### src/rtl/me_batch_seq_if.sv
// me_batch_seq bus bundle: core req/ack transaction
// plus the show-ahead result stream.
interface me_batch_seq_if #(
  parameter int SAD_WIDTH = 16,
  parameter int CNT_WIDTH = 12,
  parameter int BLK_WIDTH = 2
);
  logic                 core_req;
  logic                 core_ack;
  logic [SAD_WIDTH-1:0] core_min_sad;
  logic [CNT_WIDTH-1:0] core_min_mvec;
  logic                 res_valid;
  logic                 res_ready;
  logic [SAD_WIDTH-1:0] res_sad;
  logic [CNT_WIDTH-1:0] res_mvec;
  logic [BLK_WIDTH-1:0] res_blk;

  modport master (
    output core_req,
    input  core_ack, core_min_sad, core_min_mvec,
    output res_valid, res_sad, res_mvec, res_blk,
    input  res_ready
  );

  modport slave (
    input  core_req,
    output core_ack, core_min_sad, core_min_mvec,
    input  res_valid, res_sad, res_mvec, res_blk,
    output res_ready
  );
endinterface

### src/rtl/me_batch_seq.sv
// me_batch_seq: runs the ME core over a batch of blocks,
// queues per-block results and tracks the batch best.
module me_batch_seq #(
  parameter int TB_LENGTH    = 16,
  parameter int SW_LENGTH    = 64,
  parameter int PE_OUT_WIDTH = 8,
  parameter int NUM_BLOCKS   = 4,
  parameter int FIFO_DEPTH   = 4,
  localparam int SAD_WIDTH =
    $clog2(TB_LENGTH**2) + PE_OUT_WIDTH,
  localparam int CNT_WIDTH =
    $clog2((SW_LENGTH-TB_LENGTH+1)**2),
  localparam int BLK_WIDTH =
    (NUM_BLOCKS > 1) ? $clog2(NUM_BLOCKS) : 1
) (
  input  logic                 clk,
  input  logic                 rst,
  input  logic                 start,
  input  logic                 early_en,
  input  logic [SAD_WIDTH-1:0] sad_thresh,
  output logic                 busy,
  output logic                 done,
  output logic [BLK_WIDTH-1:0] blk_idx,
  output logic [SAD_WIDTH-1:0] best_sad,
  output logic [CNT_WIDTH-1:0] best_mvec,
  output logic [BLK_WIDTH-1:0] best_blk,
  output logic                 early_exit,
  me_batch_seq_if.master       bus
);

  localparam int PTR_W = $clog2(FIFO_DEPTH);

  typedef enum logic [2:0] {
    IDLE, WAIT_SPACE, REQ, RELEASE, FIN
  } state_t;

  state_t state, state_n;

  logic                 early_q;
  logic [SAD_WIDTH-1:0] thresh_q;
  logic                 exit_flag;
  logic                 push, pop, last_blk;
  logic [PTR_W:0]       count;
  logic [PTR_W-1:0]     wr_ptr, rd_ptr, rd_nxt;

  logic [SAD_WIDTH-1:0] mem_sad  [FIFO_DEPTH];
  logic [CNT_WIDTH-1:0] mem_mvec [FIFO_DEPTH];
  logic [BLK_WIDTH-1:0] mem_blk  [FIFO_DEPTH];

  assign push     = (state == REQ) && bus.core_ack;
  assign pop      = bus.res_valid && bus.res_ready;
  assign rd_nxt   = rd_ptr + PTR_W'(1);
  assign last_blk = blk_idx == BLK_WIDTH'(NUM_BLOCKS-1);

  // State register
  always_ff @(posedge clk) begin
    if (rst) state <= IDLE;
    else     state <= state_n;
  end

  // Next state and handshake outputs
  always_comb begin
    state_n      = state;
    bus.core_req = 1'b0;
    busy         = 1'b0;
    done         = 1'b0;
    unique case (state)
      IDLE: begin
        if (start) state_n = WAIT_SPACE;
      end
      WAIT_SPACE: begin
        busy = 1'b1;
        if (count < (PTR_W+1)'(FIFO_DEPTH))
          state_n = REQ;
      end
      REQ: begin
        busy         = 1'b1;
        bus.core_req = 1'b1;
        if (bus.core_ack) state_n = RELEASE;
      end
      RELEASE: begin
        busy = 1'b1;
        if (!bus.core_ack)
          state_n = (exit_flag || last_blk) ? FIN
                                            : WAIT_SPACE;
      end
      FIN: begin
        done    = 1'b1;
        state_n = IDLE;
      end
      default: state_n = IDLE;
    endcase
  end

  // Batch setup, best tracking and block stepping
  always_ff @(posedge clk) begin
    if (rst) begin
      early_q    <= 1'b0;
      thresh_q   <= '0;
      exit_flag  <= 1'b0;
      blk_idx    <= '0;
      best_sad   <= '0;
      best_mvec  <= '0;
      best_blk   <= '0;
      early_exit <= 1'b0;
    end else begin
      if (state == IDLE && start) begin
        early_q    <= early_en;
        thresh_q   <= sad_thresh;
        exit_flag  <= 1'b0;
        blk_idx    <= '0;
        best_sad   <= '1;
        best_mvec  <= '0;
        best_blk   <= '0;
        early_exit <= 1'b0;
      end
      if (push) begin
        if (bus.core_min_sad < best_sad) begin
          best_sad  <= bus.core_min_sad;
          best_mvec <= bus.core_min_mvec;
          best_blk  <= blk_idx;
        end
        exit_flag <= early_q &&
                     (bus.core_min_sad <= thresh_q);
      end
      if (state == RELEASE && !bus.core_ack) begin
        if (exit_flag || last_blk)
          early_exit <= exit_flag;
        else
          blk_idx <= blk_idx + BLK_WIDTH'(1);
      end
    end
  end

  // Result storage (no reset needed, head regs gate it)
  always_ff @(posedge clk) begin
    if (push) begin
      mem_sad[wr_ptr]  <= bus.core_min_sad;
      mem_mvec[wr_ptr] <= bus.core_min_mvec;
      mem_blk[wr_ptr]  <= blk_idx;
    end
  end

  // Pointers, occupancy and registered show-ahead head
  always_ff @(posedge clk) begin
    if (rst) begin
      wr_ptr        <= '0;
      rd_ptr        <= '0;
      count         <= '0;
      bus.res_valid <= 1'b0;
      bus.res_sad   <= '0;
      bus.res_mvec  <= '0;
      bus.res_blk   <= '0;
    end else begin
      if (push) wr_ptr <= wr_ptr + PTR_W'(1);
      if (pop)  rd_ptr <= rd_nxt;
      unique case ({push, pop})
        2'b10:   count <= count + (PTR_W+1)'(1);
        2'b01:   count <= count - (PTR_W+1)'(1);
        default: count <= count;
      endcase
      if (pop) begin
        if (count > (PTR_W+1)'(1)) begin
          bus.res_sad  <= mem_sad[rd_nxt];
          bus.res_mvec <= mem_mvec[rd_nxt];
          bus.res_blk  <= mem_blk[rd_nxt];
        end else if (push) begin
          bus.res_sad  <= bus.core_min_sad;
          bus.res_mvec <= bus.core_min_mvec;
          bus.res_blk  <= blk_idx;
        end else begin
          bus.res_valid <= 1'b0;
        end
      end else if (count == '0 && push) begin
        bus.res_valid <= 1'b1;
        bus.res_sad   <= bus.core_min_sad;
        bus.res_mvec  <= bus.core_min_mvec;
        bus.res_blk   <= blk_idx;
      end
    end
  end

endmodule

### src/flat_wrapper.sv
// flat-port wrapper written by rule: the top's interface ports become plain ports
module me_batch_seq_flat 
#(
  parameter int TB_LENGTH    = 16,
  parameter int SW_LENGTH    = 64,
  parameter int PE_OUT_WIDTH = 8,
  parameter int NUM_BLOCKS   = 4,
  parameter int FIFO_DEPTH   = 4,
  localparam int SAD_WIDTH =
    $clog2(TB_LENGTH**2) + PE_OUT_WIDTH,
  localparam int CNT_WIDTH =
    $clog2((SW_LENGTH-TB_LENGTH+1)**2),
  localparam int BLK_WIDTH =
    (NUM_BLOCKS > 1) ? $clog2(NUM_BLOCKS) : 1
)
  (clk, rst, start, early_en, sad_thresh, busy, done, blk_idx, best_sad, best_mvec, best_blk, early_exit, bus_core_req, bus_core_ack, bus_core_min_sad, bus_core_min_mvec, bus_res_valid, bus_res_sad, bus_res_mvec, bus_res_blk, bus_res_ready);
  me_batch_seq_if #(.SAD_WIDTH((16)), .CNT_WIDTH((12)), .BLK_WIDTH((2))) bus_i ();
  input  logic clk;
  input  logic rst;
  input  logic start;
  input  logic early_en;
  input  logic [SAD_WIDTH-1:0] sad_thresh;
  output logic busy;
  output logic done;
  output logic [BLK_WIDTH-1:0] blk_idx;
  output logic [SAD_WIDTH-1:0] best_sad;
  output logic [CNT_WIDTH-1:0] best_mvec;
  output logic [BLK_WIDTH-1:0] best_blk;
  output logic early_exit;
  output wire logic [$bits(bus_i.core_req)-1:0] bus_core_req;
  input wire logic [$bits(bus_i.core_ack)-1:0] bus_core_ack;
  input wire logic [$bits(bus_i.core_min_sad)-1:0] bus_core_min_sad;
  input wire logic [$bits(bus_i.core_min_mvec)-1:0] bus_core_min_mvec;
  output wire logic [$bits(bus_i.res_valid)-1:0] bus_res_valid;
  output wire logic [$bits(bus_i.res_sad)-1:0] bus_res_sad;
  output wire logic [$bits(bus_i.res_mvec)-1:0] bus_res_mvec;
  output wire logic [$bits(bus_i.res_blk)-1:0] bus_res_blk;
  input wire logic [$bits(bus_i.res_ready)-1:0] bus_res_ready;
  assign bus_core_req = bus_i.core_req;
  assign bus_i.core_ack = bus_core_ack;
  assign bus_i.core_min_sad = bus_core_min_sad;
  assign bus_i.core_min_mvec = bus_core_min_mvec;
  assign bus_res_valid = bus_i.res_valid;
  assign bus_res_sad = bus_i.res_sad;
  assign bus_res_mvec = bus_i.res_mvec;
  assign bus_res_blk = bus_i.res_blk;
  assign bus_i.res_ready = bus_res_ready;
  me_batch_seq #(.TB_LENGTH(TB_LENGTH), .SW_LENGTH(SW_LENGTH), .PE_OUT_WIDTH(PE_OUT_WIDTH), .NUM_BLOCKS(NUM_BLOCKS), .FIFO_DEPTH(FIFO_DEPTH)) u_core (.clk(clk), .rst(rst), .start(start), .early_en(early_en), .sad_thresh(sad_thresh), .busy(busy), .done(done), .blk_idx(blk_idx), .best_sad(best_sad), .best_mvec(best_mvec), .best_blk(best_blk), .early_exit(early_exit), .bus(bus_i));
endmodule
### config.mk
export PLATFORM = sky130hd
export DESIGN_NAME = me_batch_seq_flat
export DESIGN_NICKNAME = d
export VERILOG_FILES = /design/src/rtl/me_batch_seq_if.sv /design/src/rtl/me_batch_seq.sv /design/src/flat_wrapper.sv
export SDC_FILE = /design/constraint.sdc
export NUM_CORES = 1
export LEC_CHECK = 0
export ABC_AREA = 1
export CORE_ASPECT_RATIO = 0.6
export CORE_UTILIZATION = 60
export CTS_BUF_LIST = sky130_fd_sc_hd__clkbuf_4 sky130_fd_sc_hd__clkbuf_8
export DETAILED_ROUTE_END_ITERATION = 16
export GPL_TIMING_DRIVEN = 0
export PLACE_DENSITY = 0.87
export SYNTH_ARGS = -nofsm -noshare
export SYNTH_HDL_FRONTEND = slang
export SYNTH_SLANG_ARGS = --single-unit
export TNS_END_PERCENT = 100
### constraint.sdc
create_clock -name clk -period 7.8 [get_ports clk]
set_input_delay 1.17 -clock clk [delete_from_list [all_inputs] [get_ports clk]]
set_output_delay 1.17 -clock clk [all_outputs]
set_load 0.005 [all_outputs]
==> results of run 1 <==
## per-layer routing
| metal | vias to the layer above | GRT usage | part of all wire |
|---|---|---|---|
| li1 | 3537 | - | - |
| met1 | 3649 | 0.470 | 0.41 |
| met2 | 549 | 0.506 | 0.44 |
| met3 | 64 | 0.0636 | 0.12 |
| met4 | 0 | 0.102 | 0.021 |
| met5 | - | 0 | 0 |
## cells by family (layout without fill, tap and decap cells)
family,count (synthesis),after routing,share of synthesized area
xor gates and xnor gates,2,2,0.00191
adders and majority gates,42,42,0.0574
AOI/OAI and AO/OA,261,261,0.149
buffers and inverters,117,288,0.0515
DFF,212,212,0.595
and+or+nand+nor,312,312,0.145
## state kept, by name, indices dropped and copies added, names as in the netlist
register              cells
u_core.mem_sad           64
u_core.mem_mvec          48
u_core.best_sad          16
u_core.bus.res_sad       16
u_core.thresh_q          16
u_core.best_mvec         12
u_core.bus.res_mvec      12
u_core.mem_blk            8
u_core.count              3
u_core.state              3
u_core.best_blk           2
u_core.blk_idx            2
u_core.bus.res_blk        2
u_core.rd_ptr             2
u_core.wr_ptr             2
u_core.bus.res_valid      1
u_core.early_exit         1
u_core.early_q            1
u_core.exit_flag          1
## final timing paths
kind | to | slack [ns] | cells past startpoint
max reg2reg | u_core.mem_sad[3][11] | 5.26 | 8
max | u_core.best_sad[7] | 4.49 | 11
min reg2reg | u_core.thresh_q[4] | 0.46 | 2
min | u_core.thresh_q[4] | 0.46 | 2
## metrics by stage
stage          cell area (um2)  total power, uW  utilization  setup slack (ns)
4_1_cts                  11200             2950        0.765              4.62
3_3_place_gp             10600             2060        0.720              2.85
5_1_grt                  11200             3100        0.765              4.40
6_report                 11200             2970        0.765              4.49
3_5_place_dp             10600             2110        0.725              4.03
2_1_floorplan             9150             1770            -              4.45
## power by group through the flow
stage	sequential (uW)	clock (uW)	combinational [uW]
global route	1400	912	793
CTS	1380	860	711
detailed placement	1400	0	704
floorplan	1390	0	380
finish	1390	868	720
global placement	1400	0	660
## critical path, stage by stage
cell,delay (ns)
clkdlybuf4s50_1,0.75
ha_1,0.34
a21oi_1,0.16
nand2_1,0.07
nand2_1,0.06
nand2_1,0.05
nand2_1,0.22
clkbuf_1,0.52
nand3_1,0.20
nand2_1,0.15
nor2_1,0.07
## final cells by class
cell class | instances | area share
plain buffers | 51 | 0.0199
clock buffers | 46 | 0.0491
clock inverters | 7 | 0.00290
inverters | 66 | 0.0221
multi-input cells | 617 | 0.291
flip-flops and latches | 212 | 0.485
well taps | 198 | 0.0221
repair buffers | 118 | 0.108
## layout by cell type (no fill, tap or decap), types with 3 or more instances in the layout
master / synthesis / final
ha_1: 42 / 42
nor2_4: 0 / 4
clkbuf_1: 32 / 32
buf_4: 3 / 3
a22oi_1: 10 / 10
clkbuf_8: 0 / 33
edfxtp_1: 120 / 120
clkdlybuf4s50_1: 0 / 116
nand2_1: 94 / 94
o21ai_1: 13 / 13
buf_1: 4 / 4
clkbuf_4: 0 / 13
o21ai_0: 104 / 104
inv_2: 4 / 4
nand3_1: 8 / 8
buf_2: 11 / 11
nand3b_1: 22 / 22
dfxtp_1: 92 / 92
clkinv_2: 0 / 5
a21oi_1: 126 / 126
nand4_1: 3 / 3
nor3_1: 6 / 6
inv_1: 62 / 62
nor2_1: 174 / 170
==> out/qor.csv, run 1 <==
stage,metric,value,unit
grt,largest net degree at the start of global routing,31,
synth,most instantiated cells after synthesis,"nor2_1 (174), a21oi_1 (126), edfxtp_1 (120)",
synth,synthesized area per cell,9.67,um2
synth,Synth Register Bits,212,
sta,Setup TNS,0,ns
die,Die Ht,97.7,um
min_path,Hold Crit Class,reg2reg,
worst_setup_path,Worst Setup SP,bus_core_min_sad[3],
die,Rows,34,
pwr,sequential share of power,0.466,
worst_setup_path,WP data arrival,3.76,ns
sta,# setup viols final,0,
worst_setup_path,CP max FO,10,
worst_setup_path,Crit Path Category,in2reg,
synth,largest cells by area after synthesis,"edfxtp_1 (39%), dfxtp_1 (20%), nor2_1 (7.1%), a21oi_1 (6.9%), ha_1 (5.7%)",
sta,unrepaired setup endpoints after global routing,no,
pwr,peak supply drop,0.180,mV
synth,Gate Count Post-Synth,946,
cts,Skew-Pair Late Insertion Delay,0.56,ns
placement,# placed instances,1262,
final_layout,Layout Cells excl Fill,1315,
sta,hold slack,0.458,ns
sta,final hold vios,0,
cts,clk sinks,212,
synth,share of the synthesized area in the top cell type,0.394,
routing,vias post-DR,7799,
grt,first-pass GRT wire length,39600,um
cts,register clock-pin slew on the reported worst setup and hold paths,0.07,ns
final_layout,Seq. cell area,0.00545,mm2
final_layout,antenna cells,0,
status,status,completed,
routing,routed wire length,25300,um
placement,IO buf count,116,
cts,CTS root buf,clkbuf_8,
final_layout,Final #Nets,1187,
synth,number of flops mapped to enable cells by yosys,120,
sta,fin crit share,0.424,
final_layout,layout cell share with drive strength beyond 1,0.0734,
worst_setup_path,reg2reg start,u_core.state[2],
routing,wire per inst,19.2,um
grt,gr ovfl total,0,
grt,gr usage total,0.328,
cts,clock tree buffer depth,3,
die,Core Region,0.0147,mm2
synth,synth warn,0,
die,Starting Density,0.624,
die,DIE AREA,0.0158,mm2
cts,Post CTS Setup Buffer Count,0,
routing,via density per instance,5.93,
pwr,Int Pwr,2070,uW
pwr,Clk pwr share,0.292,
synth,Async SR Flop Fraction,0,
grt,vias in the first global route,7523,
routing,final antenna-violating net count,0,
synth,top-count cell post-synth,nor2_1,
die,total I/O pin count,117,
worst_setup_path,Critical Path Source Type,primary input,
synth,Post-synth top flop,edfxtp_1,
synth,post-synth cell types,31,
synth,largest area contributor in the netlist,edfxtp_1,
final_layout,Multi-input gate area,0.00326,mm2
sta,slew margin rel.,0.315,
sta,clock skew,0.0235,ns
pwr,Lkg Pwr,0.00427,uW
worst_setup_path,Crit. End Element,flop,
cts,CTS tree,built,
run,MaxCap Viol Count,0,
pwr,PD cells,265,mW/mm2
pwr,Sw Ratio,0.305,
routing,First-pass DRT Iterations,5,
sta,fin. max-slew vios,0,
final_layout,Area growth syn-to-layout,22.7,%
placement,RD Place Congestion,0.887,
sta,FMAX,0.302,GHz
routing,DR iter-0 viols,942,
sta,crit path time final,3.31,ns
synth,sequential area share after synthesis,0.595,
die,die width,161,um
synth,post-synthesis net count,1038,
cts,htree depth,1,
cts,hold buffer count at cts,0,
cts,total CTS buffers,29,
pwr,switching pwr,908,uW
grt,initial antenna violation count,0,
pwr,combinational share of power,0.242,
placement,dpl hpwl,17200,um
min_path,hold_sp,u_core.thresh_q[4],
worst_setup_path,Worst Path Required,8.25,ns
final_layout,FILL cells,979,
synth,mapped cell area,0.00915,mm2
cts,quantity of gates resized following cts,0,
routing,post-route DRC violation count,0,
sta,Slew @ Worst Pin,1.03,ns
No activity file was read; power rests on OpenSTA's default activity.
==> run 2: changes to the inputs <==
Settings changed: CORE_UTILIZATION 60 to 52, PLACE_DENSITY 0.87 to 0.8.
Clock period 7.8 ns to 2.8 ns, I/O delays scaled along.
==> out/qor.csv, run 2 (synthesis gave the netlist of run 1 again) <==
stage,metric,value,unit
die,die width,173,um
routing,First-pass DRT Iterations,5,
grt,largest net degree at the start of global routing,31,
run,MaxCap Viol Count,0,
placement,dpl hpwl,17100,um
placement,# placed instances,1299,
cts,total CTS buffers,29,
pwr,PD cells,752,mW/mm2
grt,grt met1 use,0.420,
routing,routed wire length,24900,um
sta,fin crit share,0.922,
sta,hold slack,0.463,ns
routing,via density per instance,5.58,
cts,CTS root buf,clkbuf_8,
sta,Worst Slack Setup Final,0.217,ns
die,total I/O pin count,117,
worst_setup_path,Worst Path Required,3.24,ns
routing,DR iter-0 viols,805,
routing,post-route DRC violation count,0,
cts,Post CTS Setup Buffer Count,0,
die,Rows,37,
cts,register clock-pin slew on the reported worst setup and hold paths,0.07,ns
cts,clk sinks,212,
sta,final hold vios,0,
final_layout,Area growth syn-to-layout,24.4,%
grt,gr usage total,0.280,
sta,slew margin rel.,0.364,
worst_setup_path,CP max FO,10,
final_layout,Final #Nets,1188,
final_layout,Layout Cells excl Fill,1353,
final_layout,layout cell share with drive strength beyond 1,0.0688,
final_layout,Biggest register,u_core.mem_sad,
final_layout,antenna cells,0,
worst_setup_path,Crit. End Element,flop,
pwr,total design power,8570,uW
pwr,Lkg Pwr,0.00430,uW
grt,gr ovfl total,0,
placement,IO buf count,116,
worst_setup_path,WP data arrival,3.03,ns
sta,FMAX,0.387,GHz
pwr,peak supply drop,0.479,mV
routing,vias post-DR,7546,
die,DIE AREA,0.0182,mm2
worst_setup_path,crit path cell chain,"clkdlybuf4s50_1, ha_1, a21oi_1, o21a_1, nand2_1, nand2_1, clkbuf_1, nand3_1, nand2_1, nor2_1",
final_layout,"commonest non-fill, non-tap cells in the layout","nor2_1 (170), a21oi_1 (126), edfxtp_1 (120), clkdlybuf4s50_1 (116), o21ai_0 (104)",
grt,GR Layer Usage met3,0.0524,
final_layout,Final Util,0.663,
sta,unrepaired setup endpoints after global routing,no,
sta,# setup viols final,0,
worst_setup_path,Critical Path Source Type,primary input,
final_layout,number of flip-flops in the largest register,64,
final_layout,"commonest non-fill, non-tap cell in the layout",nor2_1,
grt,first-pass GRT wire length,39300,um
routing,wire per inst,18.4,um
min_path,Hold Crit Class,reg2reg,
cts,clock tree buffer depth,3,
status,status,completed,
die,Die Ht,105,um
final_layout,biggest regs,"u_core.mem_sad (64), u_core.mem_mvec (48)",
worst_setup_path,Crit Path Category,in2reg,
sta,fin. max-slew vios,0,
sta,clock skew,0.0112,ns
worst_setup_path,crit-path max cell delay,0.74,ns
routing,final antenna-violating net count,0,
grt,vias in the first global route,7188,
placement,dpl ws,-0.252,ns
cts,CTS tree,built,
cts,quantity of gates resized following cts,0,
grt,busiest grt layer,met1,
worst_setup_path,Most common cell on crit path,nand2_1,
cts,hold buffer count at cts,0,
die,Core Region,0.0172,mm2
grt,GR Util met2,0.417,
worst_setup_path,critical-path cell with the highest stage delay,clkdlybuf4s50_1,
die,Starting Density,0.533,
cts,Skew-Pair Late Insertion Delay,0.56,ns
sta,Slew @ Worst Pin,0.952,ns
cts,htree depth,1,
placement,RD Place Congestion,0.868,
grt,initial antenna violation count,0,
sta,crit path time final,2.58,ns
[run 2: cell count changes in the layout (fill, tap and decap cells not counted), sizes merged]
cell and change:
clkinvlp +1, clkbuf -12, buf +1, clkinv +7
bufinv +5
[run 2: path summary, 6_finish.rpt]
path,start,endpoint,slack (ns),cells past startpoint
worst max-delay path,bus_core_min_sad[7],u_core.best_sad[7],0.22,10
worst max register to register,u_core.state[2],u_core.mem_sad[2][2],0.38,8
worst min-delay path,u_core.thresh_q[7],u_core.thresh_q[7],0.46,2
worst min register to register,u_core.thresh_q[7],u_core.thresh_q[7],0.46,2
[run 2: cell type report]
| class | count | area [um2] |
|---|---|---|
| buffer | 51 | 224 |
| fill | 1333 | 5790 |
| multi-input combinational | 617 | 3260 |
| clock inverter | 20 | 216 |
| tap | 234 | 293 |
| timing repair buffer | 119 | 1240 |
| sequential | 212 | 5450 |
| clock buffer | 34 | 449 |
| inverter | 66 | 248 |
[run 2: report_power, final]
group,total [uW],internal [uW],switching [uW]
registers,3850,3640,210
logic,1990,858,1130
clock network,2720,1530,1190
[run 2: critical path: cells and delay by family]
family,cells,cell delay [ns]
compound gates,2,0.30
fa+ha+maj,1,0.33
buf+inv,2,1.26
simple gates,5,0.72
[run 2: layer usage]
layer,routed length [um],vias up
li1,-,3540
met1,11100,3533
met2,10600,425
met3,2710,48
met4,445,0
met5,0,-
[run 2: per-stage QoR]
| step | area [um2] | setup TNS [ns] |
|---|---|---|
| after floorplan | 9150 | 0 |
| after global placement | 10600 | -168.13 |
| after detailed placement | 10700 | -4.12 |
| after CTS | 11400 | 0 |
| after global routing | 11400 | 0 |
| final | 11400 | 0 |
